==> src/rtl/team_06_tremolo_v2.sv <==
// Tremolo: amplitude modulation of an offset-binary sample stream by a triangle LFO.
// Optional square-wave LFO shape is enabled by defining TEAM_06_TREMOLO_SQUARE_EN.
module team_06_tremolo_v2 #(
  parameter int W        = 8,
  parameter int LFO_BITS = 4,
  parameter int DIV_W    = 16
) (
  input  logic                clk,
  input  logic                rst,
  input  logic                en,
  input  logic                sample_valid,
  input  logic [W-1:0]        audio_in,
  input  logic [DIV_W-1:0]    rate,
  input  logic [LFO_BITS:0]   depth,
`ifdef TEAM_06_TREMOLO_SQUARE_EN
  input  logic                shape,
`endif
  output logic [W-1:0]        audio_out,
  output logic                out_valid,
  output logic [LFO_BITS:0]   lfo_val
);

  // Stream handshake: sample_valid is a one-cycle strobe with no backpressure;
  // every strobe yields exactly one out_valid pulse on the following cycle.

  localparam int MID = 2 ** (W - 1);
  localparam int PW  = W + LFO_BITS + 2;
  localparam int LW  = 2 * LFO_BITS + 1;
  localparam logic [LFO_BITS:0] PEAK_V = {1'b1, {LFO_BITS{1'b0}}};

  typedef enum logic {
    UP   = 1'b0,
    DOWN = 1'b1
  } state_t;

  state_t             state_q, state_d;
  logic [LFO_BITS:0]  lfo_q, lfo_d;
  logic [DIV_W-1:0]   cnt_q, cnt_d;
  logic [DIV_W:0]     cnt_inc, rate_c;
  logic               step;

  logic [LFO_BITS:0]  depth_c, lfo_eff, atten, gain;
  logic [LW-1:0]      prod_ld;
  logic signed [PW-1:0] s_w, g_w, prod_s, out_w;
  logic [W-1:0]       wet;

  // Prescaler: >= compare lets a rate lowered below cnt step on the next strobe.
  always_comb begin
    rate_c  = (rate == '0) ? (DIV_W + 1)'(1) : {1'b0, rate};
    cnt_inc = {1'b0, cnt_q} + (DIV_W + 1)'(1);
    step    = sample_valid && en && (cnt_inc >= rate_c);
    cnt_d   = cnt_q;
    if (sample_valid && en) begin
      cnt_d = step ? '0 : cnt_inc[DIV_W-1:0];
    end
  end

  always_comb begin
    state_d = state_q;
    lfo_d   = lfo_q;
    if (step) begin
      case (state_q)
        UP: begin
          lfo_d = lfo_q + 1'b1;
          if (lfo_d == PEAK_V) state_d = DOWN;
        end
        DOWN: begin
          lfo_d = lfo_q - 1'b1;
          if (lfo_d == '0) state_d = UP;
        end
        default: state_d = UP;
      endcase
    end
  end

  // Audio path works on the LFO value held before this cycle's step.
  always_comb begin
    depth_c = (depth > PEAK_V) ? PEAK_V : depth;
`ifdef TEAM_06_TREMOLO_SQUARE_EN
    if (shape) lfo_eff = (state_q == UP) ? PEAK_V : '0;
    else       lfo_eff = lfo_q;
`else
    lfo_eff = lfo_q;
`endif
    prod_ld = LW'(lfo_eff) * LW'(depth_c);
    atten   = (LFO_BITS + 1)'(prod_ld >> LFO_BITS);
    gain    = PEAK_V - atten;
    s_w     = $signed(PW'(audio_in)) - $signed(PW'(MID));
    g_w     = $signed(PW'(gain));
    prod_s  = s_w * g_w;
    out_w   = (prod_s >>> LFO_BITS) + $signed(PW'(MID));
    wet     = W'(out_w);
  end

  always_ff @(posedge clk or posedge rst) begin
    if (rst) begin
      state_q   <= UP;
      lfo_q     <= '0;
      cnt_q     <= '0;
      audio_out <= W'(MID);
      out_valid <= 1'b0;
    end else begin
      state_q   <= state_d;
      lfo_q     <= lfo_d;
      cnt_q     <= cnt_d;
      out_valid <= sample_valid;
      if (sample_valid) begin
        audio_out <= en ? wet : audio_in;
      end
    end
  end

  assign lfo_val = lfo_q;

endmodule

==> config.mk <==
export PLATFORM = sky130hd
export DESIGN_NAME = team_06_tremolo_v2
export DESIGN_NICKNAME = d
export VERILOG_FILES = /design/src/rtl/team_06_tremolo_v2.sv
export SDC_FILE = /design/constraint.sdc
export NUM_CORES = 1
export LEC_CHECK = 0
export ABC_AREA = 1
export CORE_MARGIN = 2
export CORE_UTILIZATION = 59
export DETAILED_ROUTE_END_ITERATION = 16
export MAX_ROUTING_LAYER = met4
export PLACE_DENSITY = 0.86
export SYNTH_ARGS = -nofsm -noshare
export SYNTH_HDL_FRONTEND = slang
export SYNTH_SLANG_ARGS = --single-unit
==> constraint.sdc <==
create_clock -name clk -period 7.3 [get_ports clk]
set_clock_uncertainty 0.2 [all_clocks]
set_input_delay 2.19 -clock clk [delete_from_list [all_inputs] [get_ports clk]]
set_output_delay 2.19 -clock clk [all_outputs]
set_load 0.02 [all_outputs]
==> results by group, run 1 <==
Setup path
  • Critical Path Start: depth[4]
  • Critical Path Max Stage Delay: 0.58 ns
  • CP required: 7.27 ns
  • CP dominant cell by count: nand2_2
  • CP Data Arrival Time: 8.36 ns
  • CP max stage cell: fa_1
  • Crit end category: flip-flop
  • Crit path kind: in2reg
  • Critical path peak fanout: 5
  • CP Launch Type: primary input
  • R2r startpoint: lfo_val[1]

Clocking
  • CTS H-Tree Depth: 2
  • CTS Hold Bufs: 0
  • Num CTS Buffers: 5
  • Skew-Pair Late Insertion Delay: approximately 0.29 ns
  • Worst-case clock buffer depth: 2
  • Root buffer cell: clkbuf_8
  • CTS tree: built
  • Sink Count: 31
  • Clock-pin slew on the worst setup and hold paths: about 0.060 ns

Route
  • Highest layer used for signal routing: met4
  • Total wire length: 13,900 um
  • Vias/cell: between 5 and 6
  • DRT antenna net count: 0
  • Routed wl met2: 7080 um
  • Drt wl/cell: 16.9 um
  • Initial drt markers: 358
  • Via count: about 4,800
  • Met3 WL: slightly below 1000 um
  • Total iterations of the first detailed-routing run: 6
  • Drt drc: 0
  • Wl on met1: slightly above 5000 um

Floorplanning
  • Core Footprint: between 7000 and 8000 sq um
  • Die Wd: 90.3 um
  • I/O pins: 47
  • Die area: about 8200 sq um
  • Initial Utilization: 0.606
  • Die Height: 90.3 um
  • Row count: 31

Yosys
  • Yosys warnings: 0
  • Synth Register Bits: 31
  • Mapped Cells: 612
  • Post-synth EDFFs: 0
  • Asr flop ratio synth: 1.00
  • Distinct cell type count after synthesis: 39
  • Ys flop type: dfrtp_1
  • Synthesized area: 4400 sq um
  • Post-synth net total: 728
  • Syn Area/Cell: between 7 and 8 sq um
  • Sequential area share after synthesis: 0.177

Global route
  • Remaining Overflow, GRT: 0
  • Initial antenna violation count: 0
  • Vias in the first global route: around 4,700
  • GRT Util Overall: 0.319
  • First-pass GRT wire length: 20,900 um
  • Pin count of the biggest net entering global routing: 32

Placed design
  • Dpl cells: 796
  • Pre-CTS WS: -1.51 ns
  • Detailed placement HPWL: roughly 9000 um
  • I/O Buffers: 46
  • Final GP Congestion: about 0.9

Finish
  • Fin util: 0.838
  • Filler Cells Inserted: 405
  • Most common cell after layout, fill and taps aside: inv_1
  • Most frequent cells in the layout: 113 x inv_1, 93 x nand2_1, 57 x buf_4
  • Final #Nets: 840
  • Area Growth Syn to Fin: 38.2%
  • Post-Layout Cell Count: 824
  • Ant diodes: 0
  • Layout cells sized above 1: 0.257

STA
  • Fin worst setup slack: -1.09 ns
  • Setup violators final: 8
  • RSZ-0062 raised after global routing: yes
  • Minimum clock period: 8.39 ns
  • Max_slew headroom: 0.517
  • Final hold slack: about 0.28 ns
  • Max Fclk: 0.119 GHz
  • Worst-Margin Slew: 0.722 ns
  • Hold Fails Final Rpt: 0
  • Final slew viol count: 0
  • Fin crit share: 1.15

Status
  • Violations in the final reports: setup timing
  • Outcome: finished with violations

Run
  • Max cap viols: 0

Worst hold path
  • Min-Delay Path Class: reg2reg
  • HP Start: audio_out[1]
[state kept, by name (all words and copies together), names as in the netlist]
register / count
lfo_val: 5
cnt_q: 16
out_valid: 1
state_q: 1
audio_out: 8
[per-stage QoR]
step | TNS, ns | area [sq um]
final | -7.26 | 6070
after global routing | -8.69 | 6070
after CTS | -5.40 | 5830
after detailed placement | -10.85 | 5560
after global placement | -9.55 | 5560
after floorplan | -2.27 | 4650
[cells in the mapped netlist (2+ instances only)]
library cell | count | share of area
nor2_1 | 59 | 0.050
nand3_1 | 49 | 0.056
nand2_2 | 5 | 0.0071
nor2_2 | 2 | 0.0028
a31oi_1 | 2 | 0.0028
fa_1 | 29 | 0.13
xnor2_1 | 7 | 0.014
ha_1 | 54 | 0.15
o31ai_1 | 2 | 0.0034
buf_4 | 2 | 0.0034
inv_2 | 2 | 0.0017
nor3_1 | 6 | 0.0068
inv_1 | 128 | 0.11
nand4_1 | 11 | 0.016
clkbuf_1 | 4 | 0.0034
nand2_4 | 6 | 0.015
nand3_2 | 5 | 0.011
or2_2 | 2 | 0.0028
xor2_1 | 21 | 0.042
o21a_1 | 2 | 0.0034
nand2_1 | 112 | 0.096
o21ai_0 | 34 | 0.039
a21oi_1 | 20 | 0.023
dfrtp_1 | 30 | 0.17
o211ai_1 | 4 | 0.0068
[cell type report]
| type | count | area (sq um) | share of cell area |
|---|---|---|---|
| multi-input combinational | 443 | 3550 | 0.584 |
| clock inverter | 2 | 35.0 | 0.00577 |
| clock buffer | 6 | 82.6 | 0.0136 |
| inverter | 131 | 510 | 0.0840 |
| sequential | 31 | 777 | 0.128 |
| tap | 99 | 124 | 0.0204 |
| timing repair buffer | 112 | 1000 | 0.165 |
[kinds of logic (layout without fill, tap and decap cells)]
family                     count (synthesis)  count (layout)  share of synthesized area
buffers and inverters                    138             251                      0.120
adders and majority gates                 83              83                      0.286
xor gates and xnor gates                  28              28                     0.0558
AOI/OAI and AO/OA                         69              69                     0.0868
and+or+nand+nor                          263             263                      0.275
DFF                                       31              31                      0.177
[timing repair]
item,CTS,global route
setup buffers,11,10
pin swaps,39,52
gates resized for setup,28,48
endpoints found under the setup margin,8,8
[critical path, delay by kind of cell]
| family | cells | cell delay [ns] |
|---|---|---|
| and+or+nand+nor | 15 | 1.40 |
| xor gates and xnor gates | 2 | 0.38 |
| AOI/OAI and AO/OA | 3 | 0.41 |
| adders and majority gates | 9 | 3.42 |
| buffers and inverters | 6 | 0.54 |
[path summary, 6_finish.rpt]
kind,to,slack [ns],depth (start not counted)
setup / recovery,audio_out[5],-1.09,35
hold / removal,audio_out[1],0.28,2
setup reg to reg,audio_out[5],0.31,32
hold reg to reg,audio_out[1],0.28,2
max in group asynchronous,audio_out[7],4.49,3
min in group asynchronous,lfo_val[3],2.09,3
[metal layers]
metal / up-vias / global-route usage
met1: 2237 / 0.370
met4: 0 / 0.114
li1: 2164 / -
met5: - / -
met3: 85 / 0.0359
met2: 288 / 0.573
Power of run 1 is left out: the tool's default activity adds up to more than one toggle a clock period on the data nets, which glitch-free logic cannot reach.
==> inputs of run 2 (changes only) <==
- CORE_MARGIN: 2 -> 4
==> run 2 against run 1 <==
  * The flow still finishes with violations (setup timing)
  * Hold slack worse by 0.0088 ns
  * Sequential share of layout area is 0.21 points higher
  * Die area is 9.1% higher
  * Sequential cell count stayed put
  * Non-clock buffer count is 6 lower
==> results by group, run 2 (synthesis gave the netlist of run 1 again) <==
Clocking
  • Clock-pin slew on the worst setup and hold paths: 0.06 ns
  • Sink Count: 31
  • CTS H-Tree Depth: 2
  • CTS tree: built
  • Root buffer cell: clkbuf_8
  • Worst-case clock buffer depth: 2
  • Skew-Pair Late Insertion Delay: 0.28 ns
  • Num CTS Buffers: 5

Floorplanning
  • Core Footprint: 7250 sq um
  • I/O pins: 47
  • Die area: 8900 sq um
  • Initial Utilization: 0.606
  • Row count: 31
  • Die Wd: 94.3 um
  • Die Height: around 94 um

STA
  • Max_slew headroom: 0.515
  • Minimum clock period: just over 8 ns
  • Hold Fails Final Rpt: 0
  • Final hold slack: about 0.27 ns
  • Fin crit share: 1.13
  • Setup violators final: 8
  • Worst-Margin Slew: 0.726 ns
  • Final slew viol count: 0
  • RSZ-0062 raised after global routing: yes
  • Fin worst setup slack: -0.967 ns
  • Max Fclk: 0.121 GHz

Worst hold path
  • HP Start: audio_out[7]
  • Hold depth: 2
  • Min-Delay Path Class: reg2reg
  • Worst Hold End: audio_out[7]

Route
  • DRT antenna net count: 0
  • Via count: roughly 4,700
  • Initial drt markers: 322
  • Total wire length: 13,600 um
  • Drt wl/cell: ~17 um
  • Drt drc: 0
  • Vias/cell: 5.72
  • Total iterations of the first detailed-routing run: 5

Finish
  • Fin util: 0.824
  • Final #Nets: 834
  • Ant diodes: 0
  • Multi-input gate area: between 3000 and 4000 sq um
  • Area Growth Syn to Fin: 35.9%
  • Most common cell after layout, fill and taps aside: inv_1
  • Number of flip-flops in the largest register: 16
  • Largest register by flop count: cnt_q
  • Filler Cells Inserted: 459
  • Most frequent cells in the layout: 116 x inv_1, 96 x nand2_1, 58 x buf_4
  • Layout cells sized above 1: 0.244
  • Register Area: 777 sq um

Setup path
  • Critical Path Max Stage Delay: 0.57 ns
  • Crit end category: flip-flop
  • R2R setup slack: 0.50 ns
  • CP Data Arrival Time: 8.29 ns
  • CP max stage cell: fa_1
  • R2R depth: 32
  • CP required: 7.32 ns
  • CP Launch Type: primary input
  • R2r startpoint: lfo_val[1]
  • R2r endpoint: audio_out[7]
  • Critical path peak fanout: 7
  • Crit path kind: in2reg

Global route
  • First-pass GRT wire length: 20,800 um
  • Remaining Overflow, GRT: 0
  • Initial antenna violation count: 0
  • GRT Util Overall: 0.298
  • Vias in the first global route: 4,715
  • Pin count of the biggest net entering global routing: 32

Status
  • Violations in the final reports: setup timing
  • Outcome: finished with violations

Placed design
  • Final GP Congestion: 0.910
  • Pre-CTS WS: -1.56 ns
  • Detailed placement HPWL: 9100 um
  • I/O Buffers: 46

Run
  • Max cap viols: 0
run 2: what timing repair did:
item,in CTS,in global routing
resized for setup,30,35
setup endpoints to repair,8,8
pin swaps,38,39
hold buffers,0,0
buffers inserted,9,3
hold endpoints to repair,0,0
run 2: layout make-up:
cell class / instances / share of cell area
Tap cell: 99 / 0.0207
Clock buffer: 6 / 0.0138
Clock inverter: 1 / 0.000837
Sequential cell: 31 / 0.130
Multi-Input combinational cell: 443 / 0.594
Timing Repair Buffer: 106 / 0.155
Inverter: 131 / 0.0850
run 2: layer usage:
| layer | GRT usage | up-vias | wire length (um) |
|---|---|---|---|
| met4 | 0.114 | 0 | 586 |
| met3 | 0.0304 | 67 | 849 |
| met1 | 0.343 | 2215 | 5220 |
| met2 | 0.533 | 246 | 6920 |
| li1 | - | 2145 | - |
| met5 | - | - | 0 |
run 2: per-stage QoR:
step / setup TNS (ns) / cell area (sq um) / instances
after floorplan: -2.27 / 4650 / 612
after global placement: -9.53 / 5570 / 798
after detailed placement: -10.90 / 5570 / 798
after CTS: -5.04 / 5810 / 814
after global routing: -8.03 / 5980 / 817
final: -6.62 / 5980 / 817
run 2: worst max path at each step:
stage                     startpoint           end  slack [ns]  depth (start not counted)
final                       depth[4]  audio_out[7]       -0.97                         32
after floorplan             depth[4]  audio_out[7]       -0.44                         28
after global routing        depth[4]  audio_out[2]       -1.13                         30
after CTS                   depth[4]  audio_out[7]       -0.80                         31
after global placement      depth[4]  audio_out[7]       -1.38                         34
after detailed placement    depth[4]  audio_out[7]       -1.56                         34
run 2: worst max-delay path: cells and delay by family:
kind | cells | cell delay [ns]
AND/OR/NAND/NOR | 11 | 0.97
adder cells (fa/ha/maj) | 8 | 3.54
XOR/XNOR | 1 | 0.32
AO/OA/AOI/OAI | 3 | 0.50
buffers and inverters | 9 | 0.75
Power of run 2 is left out for the same reason.
